`src/rtl/pipe_hazard_ctrl_pkg.sv`:
```
// Shared types for the pipeline stall/flush sequencer: FSM states, PC-select codes
// and the register-match helper used by hazard detection.
package pipe_hazard_ctrl_pkg;

    localparam int WORD_W = 32;

    typedef enum logic {
        ST_RUN   = 1'b0,
        ST_FLUSH = 1'b1
    } ctrlState_t;

    typedef enum logic [1:0] {
        PCSEL_SEQ = 2'd0,
        PCSEL_EXC = 2'd1,
        PCSEL_EPC = 2'd2
    } pcSel_t;

    // Register 0 is hardwired to zero, so it can never create a dependency.
    function automatic logic regMatch(input logic [4:0] writer, input logic [4:0] reader);
        return (reader != 5'd0) && (writer == reader);
    endfunction

endpackage

```
`src/rtl/pipe_hazard_ctrl_md_busy_counter.sv`:
```
// HI/LO busy-time counter: loads a cycle count when a mult/div issues and counts down to zero.
module md_busy_counter #(
    parameter int CNT_W = 4
) (
    input  logic             clk,
    input  logic             reset,
    input  logic             start,
    input  logic [CNT_W-1:0] loadVal,
    output logic             busy
);

    logic [CNT_W-1:0] count;

    // A new issue always restarts the busy period, even if one is still running.
    always_ff @(posedge clk or negedge reset) begin
        if (!reset) begin
            count <= '0;
        end else if (start) begin
            count <= loadVal;
        end else if (count != '0) begin
            count <= count - 1'b1;
        end
    end

    assign busy = (count != '0);

endmodule

```
`src/rtl/pipe_hazard_ctrl.sv`:
```
// Stall/flush sequencer for the 5-stage pipeline: hazard stalls, MDU busy tracking and
// exception/ERET redirect. Optional perf counters are built with PIPE_HAZARD_CTRL_PERF_EN.
module pipe_hazard_ctrl
    import pipe_hazard_ctrl_pkg::*;
#(
    parameter int MULT_CYCLES = 5,
    parameter int DIV_CYCLES  = 10,
    parameter int CNT_W       = 4
) (
    input  logic              clk,
    input  logic              reset,
    input  logic [4:0]        RsD,
    input  logic [4:0]        RtD,
    input  logic              UseRsD,
    input  logic              UseRtD,
    input  logic              BranchD,
    input  logic              RegWriteE,
    input  logic              MemtoRegE,
    input  logic [4:0]        RegAddrE,
    input  logic              MemtoRegM,
    input  logic [4:0]        RegAddrM,
    input  logic              MdStartE,
    input  logic              MdIsDivE,
    input  logic              MdUseD,
    input  logic              ExcOccurM,
    input  logic              EretD,
    output logic              StallF,
    output logic              StallD,
    output logic              StallE,
    output logic              ClrD,
    output logic              ClrE,
    output logic              ClrM,
    output logic              ClrW,
    output logic [1:0]        PcSel,
    output logic              MdBusy,
    output logic [WORD_W-1:0] StallCnt,
    output logic [WORD_W-1:0] FlushCnt
);

    ctrlState_t       state;
    ctrlState_t       nextState;
    logic             loadUseHaz;
    logic             branchHaz;
    logic             mduHaz;
    logic             anyHaz;
    logic             mdStart;
    logic [CNT_W-1:0] mdLoadVal;

    assign loadUseHaz = MemtoRegE &
                        ((UseRsD & regMatch(RegAddrE, RsD)) | (UseRtD & regMatch(RegAddrE, RtD)));
    assign branchHaz  = BranchD &
                        ((RegWriteE & (regMatch(RegAddrE, RsD) | regMatch(RegAddrE, RtD))) |
                         (MemtoRegM & (regMatch(RegAddrM, RsD) | regMatch(RegAddrM, RtD))));
    assign mduHaz     = MdUseD & (MdBusy | MdStartE);
    assign anyHaz     = loadUseHaz | branchHaz | mduHaz;

    // An exception in M kills the mult/div sitting in E, so it must not occupy HI/LO.
    assign mdStart   = MdStartE & ~ExcOccurM;
    assign mdLoadVal = MdIsDivE ? CNT_W'(DIV_CYCLES) : CNT_W'(MULT_CYCLES);

    md_busy_counter #(
        .CNT_W(CNT_W)
    ) u_mdBusy (
        .clk    (clk),
        .reset  (reset),
        .start  (mdStart),
        .loadVal(mdLoadVal),
        .busy   (MdBusy)
    );

    assign StallE = 1'b0;
    assign ClrW   = 1'b0;

    always_ff @(posedge clk or negedge reset) begin
        if (!reset) begin
            state <= ST_RUN;
        end else begin
            state <= nextState;
        end
    end

    // Priority: exception > hazard stall > eret > normal; outputs forced low while in reset.
    always_comb begin
        nextState = state;
        StallF    = 1'b0;
        StallD    = 1'b0;
        ClrD      = 1'b0;
        ClrE      = 1'b0;
        ClrM      = 1'b0;
        PcSel     = PCSEL_SEQ;
        if (reset) begin
            if (ExcOccurM) begin
                ClrD      = 1'b1;
                ClrE      = 1'b1;
                ClrM      = 1'b1;
                PcSel     = PCSEL_EXC;
                nextState = ST_FLUSH;
            end else if (state == ST_FLUSH) begin
                ClrD      = 1'b1;
                nextState = ST_RUN;
            end else if (anyHaz) begin
                StallF = 1'b1;
                StallD = 1'b1;
                ClrE   = 1'b1;
            end else if (EretD) begin
                ClrD  = 1'b1;
                PcSel = PCSEL_EPC;
            end
        end
    end

`ifdef PIPE_HAZARD_CTRL_PERF_EN
    always_ff @(posedge clk or negedge reset) begin
        if (!reset) begin
            StallCnt <= '0;
            FlushCnt <= '0;
        end else begin
            if (StallD) begin
                StallCnt <= StallCnt + 1'b1;
            end
            if (PcSel != PCSEL_SEQ) begin
                FlushCnt <= FlushCnt + 1'b1;
            end
        end
    end
`else
    assign StallCnt = '0;
    assign FlushCnt = '0;
`endif

endmodule

```
`config.mk`:
```
export PLATFORM = sky130hd
export DESIGN_NAME = pipe_hazard_ctrl
export DESIGN_NICKNAME = d
export VERILOG_FILES = /design/src/rtl/pipe_hazard_ctrl_pkg.sv /design/src/rtl/pipe_hazard_ctrl_md_busy_counter.sv /design/src/rtl/pipe_hazard_ctrl.sv
export SDC_FILE = /design/constraint.sdc
export NUM_CORES = 1
export LEC_CHECK = 0
export ABC_AREA = 0
export BUFFER_PORTS_ARGS = -buffer_cell sky130_fd_sc_hd__buf_4
export CAP_MARGIN = 20
export CORE_MARGIN = 10
export CORE_UTILIZATION = 38
export CTS_CLUSTER_SIZE = 8
export DETAILED_ROUTE_END_ITERATION = 16
export PLACE_DENSITY = 0.88
export RECOVER_POWER = 50
export SLEW_MARGIN = 15
export SYNTH_ARGS = -nofsm -noshare
export SYNTH_HDL_FRONTEND = slang
export SYNTH_SLANG_ARGS = --single-unit
```
`constraint.sdc`:
```
create_clock -name clk -period 2 [get_ports clk]
set_clock_uncertainty 0.1 [all_clocks]
set_input_delay 0.3 -clock clk [delete_from_list [all_inputs] [get_ports clk]]
set_output_delay 0.3 -clock clk [all_outputs]
set_load 0.01 [all_outputs]
```
==> impl.org, run 1 <==
** Floorplanning
- Area inside the core boundary :: 3000 um^2
- Die ar. :: 5710 um^2
- IO Count :: 107
- Width of the die :: 75.5 um
- The die is 75.5 um tall.
- The initial utilization of the core area, before any placement, comes to 39.0%.
- # rows :: 20

** Finish
- Commonest non-fill, non-tap cell in the layout :: sky130_fd_sc_hd__conb_1
- At the end of the flow, the number of nets in the layout was 234.
- Non-filler instance count after layout :: 231
- Cells with a size suffix above 1 make up 32.8% of the layout.
- Area delta synth->final :: 19.7%
- The library cells used most frequently in the layout, excluding fill and tap cells, are sky130_fd_sc_hd__conb_1, sky130_fd_sc_hd__buf_4, sky130_fd_sc_hd__nand2_1, sky130_fd_sc_hd__xor2_1, sky130_fd_sc_hd__xnor2_1.
- The filler cells instantiated in the layout total 295.
- The number of antenna diodes in the final layout is 0.

** Min path
- The worst hold path was traced through 2 stages.
- Worst hold endpoint :: u_mdBusy.count[0]
- Critical hold path startpoint :: MdIsDivE
- Classification of the worst-slack hold path :: in -> reg

** Synthesis
- In this run the mean area of a mapped cell was 7.76 um^2.
- During synthesis, Yosys emitted a total of 0 warnings.
- The synthesized netlist contains 28 unique library cells.
- Summing every instance area after synthesis gives 1170 um^2.
- Post-Synthesis Cells :: 151
- In this run, synthesis produced a sequential element count of 5.
- For this run, the register share of the synthesized area comes to 10.7%.

** Clock tree
- Reg clk slew, reported paths :: 0.05 ns
- Counting along the longest clock path gives a buffer depth of 2.
- For the worst-skew pair, the clock arrives at the later sink with an insertion delay of 0.24 ns.
- CTS buffer count :: 3
- H-tree lvl count :: 1
- The tree is rooted in a sky130_fd_sc_hd__clkbuf_4.
- TritonCTS built the clock tree.
- Clock sink count :: 5

** Setup path
- Startpoint types :: flip-flop
- Worst Path Max Fanout :: 2
- The worst register-to-register path ends at u_mdBusy.count[0].
- First element of the critical path :: u_mdBusy.count[0]
- Signal arrival time at the worst endpoint :: 1.66 ns
- Endpoint type of the worst setup path :: output pin
- The worst register-to-register path has a depth of 7.
- RR Startpoint :: u_mdBusy.count[0]
- Register-to-register setup slack :: 0.73 ns
- Worst path required time :: 1.60 ns
- By startpoint and endpoint, the worst setup path is classified as reg -> out.

** Outcome
- Failing checks :: setup timing
- The flow ran to the end, but the final reports show violations.

** Global routing
- Global-route usage over all layers :: 9.28%
- The number of antenna violations at the first check in global routing is 0.
- Pin count of the biggest net entering global routing :: 13
- Residual overflow from global routing :: 0
- First-pass GRT wire length :: 4250 um
- The number of global-route vias before repair was 949.

** Timing
- Setup violations remaining at the end of the flow were counted as 4.
- Pins over their slew limit :: 0
- The smallest clock period supported by the final layout is computed as 2.06 ns.
- After routing, the total negative slack on setup checks comes to -0.184 ns.
- Final Hold Violating Endpoints :: 0
- Setup repair after global routing could not meet its margin everywhere.
- Min setup slack post-route :: -0.0596 ns
- Final period utilization :: 103%
- Maximum operating frequency :: 486 MHz

** Power
- In this run the power spent charging and discharging nets is 0.000368 W.
- The internal portion of the total power is 0.000493 W.
- The analysis attributes to cell leakage a power of 0.722 nW.
- The clock network accounts for 13.6% of the total power.
- In this run switching power makes up 42.7% of total power.
- PD cells :: 614 nW/um^2
- Registers are responsible for 20.9% of the overall power.
- IR analysis of the VDD net gives a maximum drop of 0.335 mV.
- The design draws 0.000861 W.
- Proportion of power drawn by combinational gates :: 65.5%

** Placement
- HPWL Detailed :: 2810 um
- Port buffering added 40 buffers.
- The congestion estimate from routability-driven global placement came to 0.830.
- Placement-stage worst setup slack :: 0.0698 ns
- The number of placed instances, taps included, is 225.

** Drt
- Final WL :: 3120 um
- The first detailed-routing pass ran for 4 iterations.
- For this run, design rule violations remaining after detail routing come to 0.
- In this run the remaining antenna-violating nets after routing total 0.
- Via total after detailed routing :: 951
- After the first detailed-routing iteration, the DRC count stood at 16.
- Dividing the detail-routed wire length by the instance count gives 13.5 um.
- Using the TritonRoute via totals, the vias-per-cell ratio works out to 4.12.

** Job
- Max-cap violations in this run came to 0.
metrics by stage:
step           area, um^2  util, %  hold WS, ns
3_5_place_dp         1280     42.5       0.0302
3_3_place_gp         1280     42.5       0.0261
2_1_floorplan        1420        -      -0.0956
5_1_grt              1400     46.8        0.168
6_report             1400     46.8        0.168
4_1_cts              1370     45.8        0.180
worst max path at each step:
| stage | slack [ns] | to | cells past startpoint |
|---|---|---|---|
| 3_3_place_gp | 0.08 | StallD | 7 |
| 6_report | -0.06 | ClrE | 8 |
| 3_5_place_dp | 0.07 | StallF | 7 |
| 2_1_floorplan | 0.03 | StallF | 7 |
| 4_1_cts | -0.07 | StallF | 7 |
| 5_1_grt | -0.13 | ClrD | 8 |
worst max-delay path: stages, from the launching register on:
cell	delay, ns
sky130_fd_sc_hd__dfrtp_1	0.38
sky130_fd_sc_hd__inv_2	0.08
sky130_fd_sc_hd__ha_4	0.14
sky130_fd_sc_hd__nand2_4	0.05
sky130_fd_sc_hd__o21ai_4	0.15
sky130_fd_sc_hd__buf_6	0.12
sky130_fd_sc_hd__nand2_1	0.04
sky130_fd_sc_hd__o41a_1	0.32
sky130_fd_sc_hd__buf_6	0.13
metal layers:
metal / vias to the layer above / wire length, um / GRT usage [%]
met5: - / 0 / 0
met4: 0 / 23 / 2.68
met3: 2 / 317 / 2.08
met2: 55 / 1730 / 18.7
met1: 435 / 1050 / 9.04
li1: 459 / - / -
cell usage after synthesis:
cell	count	area share [%]
sky130_fd_sc_hd__nand2_1	12	3.8
sky130_fd_sc_hd__o22ai_1	2	1.1
sky130_fd_sc_hd__nand4_2	2	2.1
sky130_fd_sc_hd__nor2_1	4	1.3
sky130_fd_sc_hd__o21ai_1	1	0.43
sky130_fd_sc_hd__and2_1	1	0.53
sky130_fd_sc_hd__mux2_2	1	0.96
sky130_fd_sc_hd__o311a_1	1	0.85
sky130_fd_sc_hd__o21ai_0	5	2.1
sky130_fd_sc_hd__nand3_1	2	0.85
sky130_fd_sc_hd__o41a_1	1	0.96
sky130_fd_sc_hd__conb_1	1	0.32
sky130_fd_sc_hd__buf_4	68	44
sky130_fd_sc_hd__a21oi_2	2	1.5
sky130_fd_sc_hd__ha_1	2	2.1
sky130_fd_sc_hd__nand4_1	2	1.1
sky130_fd_sc_hd__o221ai_1	1	0.75
sky130_fd_sc_hd__a21boi_0	1	0.64
sky130_fd_sc_hd__dfrtp_1	5	11
sky130_fd_sc_hd__xnor2_1	11	8.2
sky130_fd_sc_hd__xor2_1	12	9.0
sky130_fd_sc_hd__inv_1	3	0.96
sky130_fd_sc_hd__nor4_1	1	0.53
sky130_fd_sc_hd__o41ai_1	1	0.75
sky130_fd_sc_hd__nor3_2	2	1.7
sky130_fd_sc_hd__nor3_1	5	2.1
sky130_fd_sc_hd__nor2b_1	1	0.53
sky130_fd_sc_hd__nand2_2	1	0.53
power groups by stage:
stage                     registers, W  logic, W  clock network [W]
after CTS                     0.000180  0.000553           0.000114
after global placement        0.000172  0.000461                  0
final                         0.000180  0.000564           0.000117
after global routing          0.000184  0.000628           0.000130
after detailed placement      0.000174  0.000478                  0
after floorplan               0.000171  0.000387                  0
area by class of cell:
cell class,instances,area (um^2),share of cell area (%)
Multi-Input combinational cell,140,833,59.4
Timing Repair Buffer,46,367,26.1
Sequential cell,5,125,8.91
Tap cell,33,41.3,2.94
Clock buffer,4,26.3,1.87
Inverter,3,11.3,0.802
registers in the layout, indices dropped and copies added, names as in the netlist:
| name | flops |
|---|---|
| u_mdBusy.count | 4 |
| state | 1 |
what timing repair did:
| action | CTS | global route |
|---|---|---|
| buffers inserted | 1 | 0 |
| endpoints found under the hold margin | 5 | 0 |
| gates resized for setup | 12 | 6 |
| hold buffers | 1 | 0 |
| endpoints found under the setup margin | 5 | 5 |
| pin swaps | 1 | 2 |
kinds of logic after synthesis:
group	synth area share (%)
XOR/XNOR	17.2
flip-flops	10.7
AO/OA/AOI/OAI	9.07
multiplexers	0.960
AND/OR/NAND/NOR	15.2
buffers and inverters	44.5
adder cells (fa/ha/maj)	2.13
other	0.320
(Power assumes the default switching activity.)
==> inputs of run 2 (changes only) <==
==> constraint.sdc (replaced) <==
create_clock -name clk -period 2 [get_ports clk]
set_clock_uncertainty 0.1 [all_clocks]
set_input_delay 0.1 -clock clk [delete_from_list [all_inputs] [get_ports clk]]
set_output_delay 0.1 -clock clk [all_outputs]
set_load 0.01 [all_outputs]
==> impl.org, run 2 (synthesized netlist as in run 1, its figures left out) <==
** Outcome
- Run status :: finished clean

** Power
- The logic gate share of total power was 65.7% (+0.2 points).
- Switching part of the total power :: 43.5% (+0.76 points)
- The total net switching power came to 0.000387 W (+5.2%).
- Leakage power :: 0.727 nW (+0.75%)
- The clock network fraction of total power is 13.1% (-0.5 points).
- Maximum ir drop on the vdd rail :: 0.576 mV (+72%)
- Cell internal pwr :: 0.000503 W (+2.0%)
- PD cells :: 644 nW/um^2 (+4.9%)
- The sequential share of power came to 21.2% (+0.3 points).

** Min path
- Classification of the worst-slack hold path :: in -> reg
- In this run the most critical hold path is launched from ExcOccurM.

** Finish
- Total inserted antenna cells :: 0 (unchanged)
- The sequential standard cell area is 125 um^2 (unchanged).
- Area delta synth->final :: 17.9%
- Most used cells in the layout excluding fill and tap cells :: sky130_fd_sc_hd__conb_1, sky130_fd_sc_hd__buf_4, sky130_fd_sc_hd__nand2_1, sky130_fd_sc_hd__xor2_1, sky130_fd_sc_hd__xnor2_1
- The count of fill cells added during filler insertion is 297 (+0.68%).
- Number of nets in the final layout :: 237 (+1.3%)
- The flip-flop count of the largest register after layout came to 4 (unchanged).
- The largest registers in the layout are u_mdBusy.count: 4 flops, state: 1 flops.
- The post-route cell area came to 1380 um^2 (-1.5%).
- Register bank with the most flops :: u_mdBusy.count
- Proportion of layout cells with a drive suffix above 1 :: 32.3% (-0.49 points)
- Multi-input combinational cell area :: 806 um^2 (-3.3%)
- Commonest non-fill, non-tap cell in the layout :: sky130_fd_sc_hd__conb_1

** Setup path
- The cell that appears most often on the critical path is sky130_fd_sc_hd__buf_4.
- The critical-path maximum fanout is 4 (+2).
- The critical path goes through inv_2 > ha_4 > nand2_4 > o21ai_2 > buf_4 > nand3_2 > o41ai_2 > buf_4.
- The slowest stage of the critical path is the sky130_fd_sc_hd__dfrtp_1 cell.
- Endpoint type of the worst setup path :: output pin
- The worst register-to-register path begins at u_mdBusy.count[0].
- The worst setup path is of the reg -> out kind.
- First element of the critical path :: u_mdBusy.count[0]
- The maximum single-stage delay on the critical path was 0.38 ns (about the same).
- Worst path required time :: 1.80 ns (+0.20 ns)
- Startpoint types :: flip-flop
- The data arrival time of the worst path is 1.72 ns (+0.06 ns).

** Timing
- Final Hold Violating Endpoints :: 0 (unchanged)
- The count of pins over their slew limit is 0 (unchanged).
- The share of the cycle needed by the critical path after routing was 95.8% (-7.2 points).
- Total negative slack :: 0 ns (+0.184 ns)
- Maximum operating frequency :: 522 MHz (+7.5%)
- Setup repair after global routing missed its margin :: yes
- Hold slack :: 0.0475 ns (-0.121 ns)
- Setup-violating endpoint count in the final report :: 0 (-4)
- Post-route minimum period :: 1.92 ns (-0.145 ns)

** Placement
- The global placer's final weighted congestion was 0.873 (+5.2%).
- Area post-placement :: 1250 um^2 (-2.4%)
- Number of I/O port buffers :: 40 (unchanged)
- HPWL Detailed :: 2830 um (+0.88%)

** Clock tree
- Clock sink count :: 5 (unchanged)
- The number of buffers on the longest clock path came to 2 (unchanged).
- The number of H-tree branching levels was 1 (unchanged).
- The clock transition at the register clock pins on the worst setup and hold paths after CTS came to 0.04 ns (about the same).
- The CTS buffer count was 3 (unchanged).
- CTS placed an instance of sky130_fd_sc_hd__clkbuf_4 at the clock tree root.
- Clock latency of the later-clocked register in the worst-skew pair :: 0.24 ns (about the same)
- TritonCTS built the clock tree.

** Global routing
- The largest net degree at the start of global routing came to 13 (unchanged).
- First-pass GRT wire length :: 4330 um (+1.8%)
- Residual overflow from global routing :: 0 (unchanged)
- Global-route usage over all layers :: 9.74% (+0.46 points)
- Initial antenna violation count :: 0 (unchanged)
- The number of global-route vias before repair was 989 (+4.2%).

** Drt
- Remaining DRCs :: 0 (unchanged)
- Final WL :: 3290 um (+5.4%)
- Final routed wire length divided by cell count :: 14.0 um (+4.0%)
- Via/cell ratio :: 4.23 (+2.7%)
- Number of DRC markers in iteration 0 :: 13 (-3)
- First-pass iteration count of the detailed router :: 5 (+1)
- Via total after detailed routing :: 989 (+4.0%)
- Post-detailed-route count of antenna-violating nets :: 0 (unchanged)

** Floorplanning
- Area inside the core boundary :: 3000 um^2 (unchanged)
- The overall die width is 75.5 um (unchanged).
- The row count was 20 (unchanged).
- Initial core utilization :: 39.0% (unchanged)
- The count of boundary I/O pins is 107 (unchanged).
- Die Y-Extent :: 75.5 um (unchanged)
- Die ar. :: 5710 um^2 (unchanged)

** Job
- Max capacitance violation total :: 0 (unchanged)
-- run 2: cell types whose count changed in the layout (fill, tap and decap cells not counted) --
cell | before | now
sky130_fd_sc_hd__a21oi_2 | 1 | 2
sky130_fd_sc_hd__a21oi_4 | 1 | 0
sky130_fd_sc_hd__buf_4 | 40 | 47
sky130_fd_sc_hd__buf_6 | 5 | 0
sky130_fd_sc_hd__dlygate4sd3_1 | 1 | 2
sky130_fd_sc_hd__nor4_1 | 0 | 1
sky130_fd_sc_hd__nor4_2 | 1 | 0
sky130_fd_sc_hd__o21ai_2 | 0 | 1
sky130_fd_sc_hd__o21ai_4 | 1 | 0
sky130_fd_sc_hd__o221ai_1 | 0 | 1
sky130_fd_sc_hd__o221ai_2 | 1 | 0
-- run 2: power by group through the flow --
stage,Sequential [W],Combinational [W],Clock [W]
floorplan,0.000171,0.000387,0
global placement,0.000177,0.000414,0
detailed placement,0.000178,0.000429,0
CTS,0.000179,0.000444,0.000119
global route,0.000193,0.000643,0.000134
finish,0.000189,0.000585,0.000117
-- run 2: cell type report --
class	instances	share of cell area, %
Multi-Input combinational cell	140	58.3
Timing Repair Buffer	49	27.0
Sequential cell	5	9.05
Tap cell	33	2.99
Clock buffer	4	1.90
Inverter	3	0.814
-- run 2: worst max-delay path, delay by kind of cell, from the launching register on --
kind / cells / cell delay, ns
AO/OA/AOI/OAI: 2 / 0.41
adder cells (fa/ha/maj): 1 / 0.14
buffers and inverters: 3 / 0.41
flip-flops: 1 / 0.38
AND/OR/NAND/NOR: 2 / 0.13
-- run 2: per-stage QoR --
step | instances | util (%) | power, W | setup WS, ns
after CTS | 228 | 43.7 | 0.000742 | 0.0237
after global routing | 234 | 46.0 | 0.000970 | -0.0500
final | 234 | 46.0 | 0.000890 | 0.0849
after floorplan | 216 | - | 0.000558 | 0.233
after detailed placement | 221 | 41.5 | 0.000607 | 0.174
after global placement | 221 | 41.5 | 0.000591 | 0.254
-- run 2: path summary, 6_finish.rpt --
check                                     to  slack [ns]  cells past startpoint
min in group asynchronous  u_mdBusy.count[3]        0.12                      2
setup reg to reg           u_mdBusy.count[0]        0.59                      7
max in group asynchronous              state        1.54                      2
setup / recovery                        ClrD        0.08                      8
hold reg to reg                        state        0.45                      1
hold / removal                         state        0.05                      2
-- run 2: routing by layer --
| metal | part of all wire [%] | routed length [um] | up-vias | global-route usage (%) |
|---|---|---|---|---|
| li1 | - | - | 463 | - |
| met1 | 32 | 1050 | 441 | 8.69 |
| met2 | 53 | 1740 | 71 | 18.7 |
| met3 | 11 | 355 | 14 | 3.65 |
| met4 | 4.3 | 140 | 0 | 4.74 |
| met5 | 0 | 0 | - | 0 |
-- run 2: timing repair --
action	CTS	global route
setup endpoints to repair	3	5
gates resized for setup	3	6
endpoints found under the hold margin	7	0
pin swaps	1	4
hold buffers	2	0
buffers inserted	1	6
